[src/rtl/ssd_scanner.sv]
// Four-digit seven-segment scanner: per-frame digit snapshot, hex decode, one anode per slot.
// Optional leading-zero blanking with `define SSD_LEADING_ZERO_BLANK_EN.
module ssd_scanner #(
  parameter int CLK_DIV      = 100000,
  parameter int COMMON_ANODE = 1
) (
  input  logic       clk,
  input  logic       rst,
  input  logic       en,
  input  logic [3:0] R0,
  input  logic [3:0] R1,
  input  logic [3:0] R2,
  input  logic [3:0] R3,
  output logic [3:0] an,
  output logic [6:0] seg,
  output logic       dp,
  output logic       frame_done
);
  localparam int   CW  = (CLK_DIV > 1) ? $clog2(CLK_DIV) : 1;
  localparam logic INV = (COMMON_ANODE != 0);
  localparam logic [CW-1:0] CNT_MAX = CW'(CLK_DIV - 1);

  logic [CW-1:0]     cnt, cnt_n;
  logic [1:0]        idx, idx_n;
  logic [3:0][3:0]   sh, sh_n;
  logic              tick, frame;
  logic [6:0]        seg_act;
  logic              blank;

  function automatic logic [6:0] decode(input logic [3:0] v);
    case (v)
      4'h0: decode = 7'h3F;  4'h1: decode = 7'h06;
      4'h2: decode = 7'h5B;  4'h3: decode = 7'h4F;
      4'h4: decode = 7'h66;  4'h5: decode = 7'h6D;
      4'h6: decode = 7'h7D;  4'h7: decode = 7'h07;
      4'h8: decode = 7'h7F;  4'h9: decode = 7'h6F;
      4'hA: decode = 7'h77;  4'hB: decode = 7'h7C;
      4'hC: decode = 7'h39;  4'hD: decode = 7'h5E;
      4'hE: decode = 7'h79;  default: decode = 7'h71;
    endcase
  endfunction

  assign tick  = en && (cnt == CNT_MAX);
  assign frame = tick && (idx == 2'd3);

  // Outputs are driven from the post-edge slot and shadow values.
  always_comb begin
    cnt_n = cnt;
    idx_n = idx;
    sh_n  = sh;
    if (en) cnt_n = tick ? '0 : cnt + 1'b1;
    if (tick) idx_n = idx + 2'd1;
    if (frame) sh_n = {R3, R2, R1, R0};
  end

  always_comb begin
    seg_act = decode(sh_n[idx_n]);
`ifdef SSD_LEADING_ZERO_BLANK_EN
    // A digit blanks only when it and everything to its left are zero; digit 0 never blanks.
    case (idx_n)
      2'd3:    blank = (sh_n[3] == 4'h0);
      2'd2:    blank = (sh_n[3] == 4'h0) && (sh_n[2] == 4'h0);
      2'd1:    blank = (sh_n[3] == 4'h0) && (sh_n[2] == 4'h0) && (sh_n[1] == 4'h0);
      default: blank = 1'b0;
    endcase
`else
    blank = 1'b0;
`endif
    if (blank) seg_act = 7'h00;
  end

  always_ff @(posedge clk) begin
    if (rst) begin
      cnt        <= '0;
      idx        <= 2'd0;
      sh         <= '0;
      an         <= {4{INV}};
      seg        <= {7{INV}};
      dp         <= INV;
      frame_done <= 1'b0;
    end else begin
      cnt        <= cnt_n;
      idx        <= idx_n;
      sh         <= sh_n;
      dp         <= INV;
      frame_done <= frame;
      if (en) begin
        an  <= INV ? ~(4'b0001 << idx_n) : (4'b0001 << idx_n);
        seg <= INV ? ~seg_act : seg_act;
      end else begin
        an  <= {4{INV}};
        seg <= {7{INV}};
      end
    end
  end
endmodule

[config.mk]
export PLATFORM = sky130hd
export DESIGN_NAME = ssd_scanner
export DESIGN_NICKNAME = d
export VERILOG_FILES = /design/src/rtl/ssd_scanner.sv
export SDC_FILE = /design/constraint.sdc
export NUM_CORES = 1
export LEC_CHECK = 0
export BUFFER_PORTS_ARGS = -buffer_cell sky130_fd_sc_hd__buf_2
export CAP_MARGIN = 20
export CORE_ASPECT_RATIO = 0.6
export CORE_MARGIN = 4
export CORE_UTILIZATION = 45
export DETAILED_ROUTE_END_ITERATION = 16
export PLACE_DENSITY_LB_ADDON = 0.12
export SLEW_MARGIN = 0
export SYNTH_ARGS = -nofsm -noshare
export SYNTH_HDL_FRONTEND = slang
export SYNTH_SLANG_ARGS = --single-unit
[constraint.sdc]
create_clock -name clk -period 3.6 [get_ports clk]
set_input_delay 0.18 -clock clk [delete_from_list [all_inputs] [get_ports clk]]
set_output_delay 0.18 -clock clk [all_outputs]
set_load 0.005 [all_outputs]
# ---- Word-level counts from Yosys, hierarchy flattened
# Memory sizes are Yosys's and may differ from the RTL's.
# Index checks and enable logic that the tools add are counted.
dict set report totals {
  output_inout_bits 13
  latch_bits 0
  regBits 47
  romBits 112
  ramBits 0
  input_bits 19
  mem_count 1
  wordCells 27
}
# name depth word_bits read_ports rd_clocked_by_memory_dff wr line_no
set memory_table {}
lappend memory_table {{(no name shown)} 16 7 1 0 0 31} ;# case (v)
dict set report classes {
  div 0
  muxes 5
  shifts 1
  n_mul 0
  n_bitwise 3
  n_reduce_logical 3
  addsub 2
  order_cmp 1
  eq_ne 2
}
# cell count
set op_table {}
lappend op_table {{$add A17 B1 Y17 const B} 1}
lappend op_table {{$eq A17 B17 Y1 const B} 1}
lappend op_table {{$mux W17} 1}
lappend op_table {{$mux W16} 1}
lappend op_table {{$bmux W4 S2} 1}
lappend op_table {{$not A7 Y7} 1}
lappend op_table {{$mux W4} 1}
lappend op_table {{$not A4 Y4} 1}
lappend op_table {{$shl A1 B2 Y4 const A} 1}
lappend op_table {{$lt A2 B3 Y1 const B} 1}
lappend op_table {{$add A2 B1 Y2 const B} 1}
lappend op_table {{$eq A2 B2 Y1 const B} 1}
lappend op_table {{$logic_and A1 B1 Y1} 2}
lappend op_table {{$mux W2} 1}
lappend op_table {{$reduce_or A2 Y1} 1}
lappend op_table {{$not A1 Y1} 1}

# ---- Longest topological paths before layout
# An unclocked memory read counts as a cell.
dict set report logic_depth {
  depth_word 8
  depth_mapped 13
  mapped_depth_nobuf 11
}

# ---- Worst setup path after synthesis
# No wires, ideal clock.
dict set report synth_path {
  kind {reg-to-reg}
  start {reg cnt[0]}
  end {reg seg[1]}
  t_arrival_ns 2.896
  n_path_buf 2
  path_slack_ns 0.584
  stages_incl_launch_ff 12
  required_time_ns 3.480
  synth_period_minus_slack_ns 3.016
  setup_ns 0.120
  cell_sequence {dfxtp_1 -> ha_1 -> and4_4 -> and4_1 -> buf_6 -> and3_4 -> buf_6 -> mux2_4 -> a221oi_4 -> ha_1 -> mux2_1 -> a211o_1}
}
dict set report synth_via {
  elab_chain_cells 8
  word_cells_on_any_way 9
  classes_between {eq/ne: 1; mux: 4; bitwise: 1; reduce/logical: 2; memory: 1}
}
# element line_no
set synth_lines {}
lappend synth_lines {{start: declaration} 23} ;# logic [CW-1:0] cnt, cnt_n;
lappend synth_lines {{start signal: assignment} 82} ;# cnt <= cnt_n;
lappend synth_lines {{$eq A17 B17 Y1 (*)} 43} ;# assign tick = en && (cnt == CNT_MAX);
lappend synth_lines {{$logic_and A1 B1 Y1 (*)} 43}
lappend synth_lines {{$logic_and A1 B1 Y1} 44} ;# assign frame = tick && (idx == 2'd3);
lappend synth_lines {{$mux W16} 53} ;# if (frame) sh_n = {R3, R2, R1, R0};
lappend synth_lines {{$bmux W4 S2 (*)} 57} ;# seg_act = decode(sh_n[idx_n]);
lappend synth_lines {{$mux W4 (implied by the code) (*)} 57}
lappend synth_lines {{$mem_v2 Z16 W7 (*)} n/a}
lappend synth_lines {{$not A7 Y7 (*)} 89} ;# seg <= INV ? ~seg_act : seg_act;
lappend synth_lines {{end signal: assignment} 78} ;# seg <= {7{INV}};
lappend synth_lines {{end signal: assignment} 89}
lappend synth_lines {{end signal: assignment} 92} ;# seg <= {7{INV}};
lappend synth_lines {{end: declaration} 15} ;# output logic [6:0] seg,
# Mark *: on every way between the ends. The rest lies on a longest branch, timed or not. The select of a mux whose other input is x is not followed.
# A chain may end at the register's enable or synchronous reset.

# ---- Final worst setup path
dict set report layout_path {
  start {reg cnt[1]}
  end {reg seg[0]}
}
# Same word-level chain as after synthesis.

==> flow_summary.ini <==
[run]
cap_violations = 0

[clocking]
cts_tree = built
cts_sinks = 47
cts_made_buffers = 5
clk_path_buf_depth = 2
cts_setup_buffers = 0
clkLatencyLatePin_ps = 310
cts-resized-gates = 0
cts-root-buf = clkbuf_8
h-tree-depth = 2
clk_pin_slew_worst_paths_ps = 100
hold_buffers = 0

[worst_setup_path]
arrival_ps = 3410
crit_chain = ha_1 > and4_4 > and4_1 > and3_4 > mux2_4 > a221oi_4 > inv_1 > ha_1 > o21ai_0 > a21oi_1 > or4_1
slowest_stage = a221oi_4
crit_path_max_fanout = 6
worstPathRequired_ps = 3790
path_common_cell = ha_1
cp-end-kind = flip-flop
cp-start-kind = flip-flop
slowest_delay_ps = 400
critPathKind = reg -> reg

[yosys]
ys_ff_latch = 47
syn_area_sq_um = 2520
synth-adder-area-share = 0.0398
synth_top_family_by_area = simple AND/OR/NAND/NOR gates
syn_nets = 301
synth.area.mux_share = 0.0990
ys_async_sr_fraction = 0
yosys.area_share.simple = 0.250
synth_top_area_cell = dfxtp_1
synth_edf_count = 0
synth_xor_area_frac = 0.0557
synthFlopType = dfxtp_1
synth_compound_area_frac = 0.136
synth_cells = 274
synth-seq-area-share = 0.374
syn_area_per_cell_sq_um = 9.18
ys_types = 56
synthTopCellsByArea = dfxtp_1 (37%), nand2_1 (5.7%), nor2_1 (4.9%), mux4_2 (4.5%), ha_1 (4.0%)
synth_top_area_share = 0.374
yosys_warnings = 0

[layout]
fin_nets = 328
n_fill_cell = 480
seq_area_sq_um = 941
synthToLayoutAreaGrowth_pct = 11.4
final_common_cell = dfxtp_1
layout_common_cells = dfxtp_1 (47), nand2_1 (38), nor2_1 (33)
multi_input_area_sq_um = 1460
diodes = 0
stdcell_count = 368
layout-drive-gt1-share = 0.225

[timing]
rsz0062_at_grt = no
fmax_ghz = 0.311
relSlewSlack = 0.629
worst_pin_slew_ps = 557
finalHoldViolCount = 0
finalCritPeriodShare = 0.893
setup-violations-final = 0
slew_viol_final = 0
final.setup.tns_ps = 0
skew_ps = 12.4
period_minus_slack_ps = 3220

[drt]
wl_per_cell_um = 14.7
drt-total-wl_mm = 5.42
drtIter0Drc = 119
drc = 0
firstDrtPassIters = 4
vias = 1968
drtAntennaViolNets = 0
vias_per_cell = 5.35

[global_routing]
grt_pass1_wl_mm = 9.19
grt_pass1_vias = 1756
antenna_found_initial = 0
grt.overflow.total = 0
grt_max_degree = 26
gr-usage-all-layers = 0.168

[floorplanning]
initial_core_util = 0.481
core_area_sq_um = 5230
dieWidth_um = 105
die_h_um = 65.9
dieArea_sq_um = 6890
pin_count = 32
placementRows = 20

[pwr]
ir_worst_vdd_v = 0.000163
powerDensity_nw_per_um2 = 345
leakage_nw = 1.12

[place]
io_buffers = 30
place_congestion = 0.840
place.detailed.hpwl_mm = 4.01
dp_cells = 360

[min_path]
min_path_type = in -> reg

[outcome]
outcome = completed
## flip-flops by register name, summed over array words and instances (netlist names)
register	flops
an	4
idx	2
cnt	17
sh	16
frame_done	1
seg	7
## through the flow
step           instance area, sq um   util  setup WS (ps)  total power [W]  hold WS, ps
2_1_floorplan                  2520      -            584         0.000558          252
3_3_place_gp                   2690  0.514            447         0.000577          438
3_5_place_dp                   2690  0.514            407         0.000576          443
4_1_cts                        2800  0.536            389         0.000981          113
5_1_grt                        2800  0.536            147          0.00101          117
6_report                       2800  0.536            384         0.000969          124
## cell type report
type | instances | area share
Clock buffer | 6 | 0.0295
Timing Repair Buffer | 34 | 0.0643
Multi-Input combinational cell | 208 | 0.522
Tap cell | 66 | 0.0295
Clock inverter | 2 | 0.0125
Sequential cell | 47 | 0.336
Inverter | 5 | 0.00669
## cell families after synthesis
logic type | after synthesis
and+or+nand+nor | 123
DFF | 47
AOI/OAI and AO/OA | 43
buffers and inverters | 19
muxes | 17
xor gates and xnor gates | 16
adders and majority gates | 8
other | 1
## final timing paths
check	start	end	slack, ps	depth (start not counted)
worst min register to register	sh[14]$_SDFF_PP0_	sh[14]$_SDFF_PP0_	470	2
worst max-delay path	cnt[1]$_SDFFE_PP0P_	seg[0]$_SDFF_PP1_	380	11
worst max register to register	cnt[1]$_SDFFE_PP0P_	seg[0]$_SDFF_PP1_	380	11
worst min-delay path	R1[3]	sh[7]$_SDFF_PP0_	120	3
## cells in the mapped netlist, drive strengths merged (5+ instances only)
| library cell | number |
|---|---|
| dfxtp | 47 |
| nand2 | 39 |
| nor2 | 34 |
| a21oi | 16 |
| xor2 | 11 |
| nand3 | 10 |
| buf | 9 |
| ha | 8 |
| mux2i | 8 |
| nand4 | 7 |
| nor3 | 6 |
| o21ai | 6 |
| clkbuf | 5 |
| inv | 5 |
| mux4 | 5 |
| nand2b | 5 |
| nor2b | 5 |
| xnor2 | 5 |
## worst max-delay path: cells and delay by family (launching register included)
| kind | cells | cell delay [ps] |
|---|---|---|
| DFF | 1 | 370 |
| muxes | 1 | 320 |
| AOI/OAI and AO/OA | 3 | 550 |
| buffers and inverters | 1 | 130 |
| adders and majority gates | 2 | 410 |
| and+or+nand+nor | 4 | 1310 |
## where the power goes
group          switching [W]  leakage [nW]  total (W)  internal [W]
Clock               0.000180        0.0612   0.000405      0.000225
Combinational      0.0000200         0.675  0.0000361     0.0000161
Sequential        0.00000243         0.381   0.000528      0.000525
Total               0.000202          1.12   0.000969      0.000766
## per-layer routing
layer	share of wire	GRT usage	up-vias	routed length (um)
met1	0.59	0.270	894	3210
li1	-	-	1017	-
met2	0.34	0.207	52	1840
met4	0.0072	0.0498	0	39
met5	0	0	-	0
met3	0.061	0.0459	5	329
Note: power is estimated with default switching activity, not from simulation.
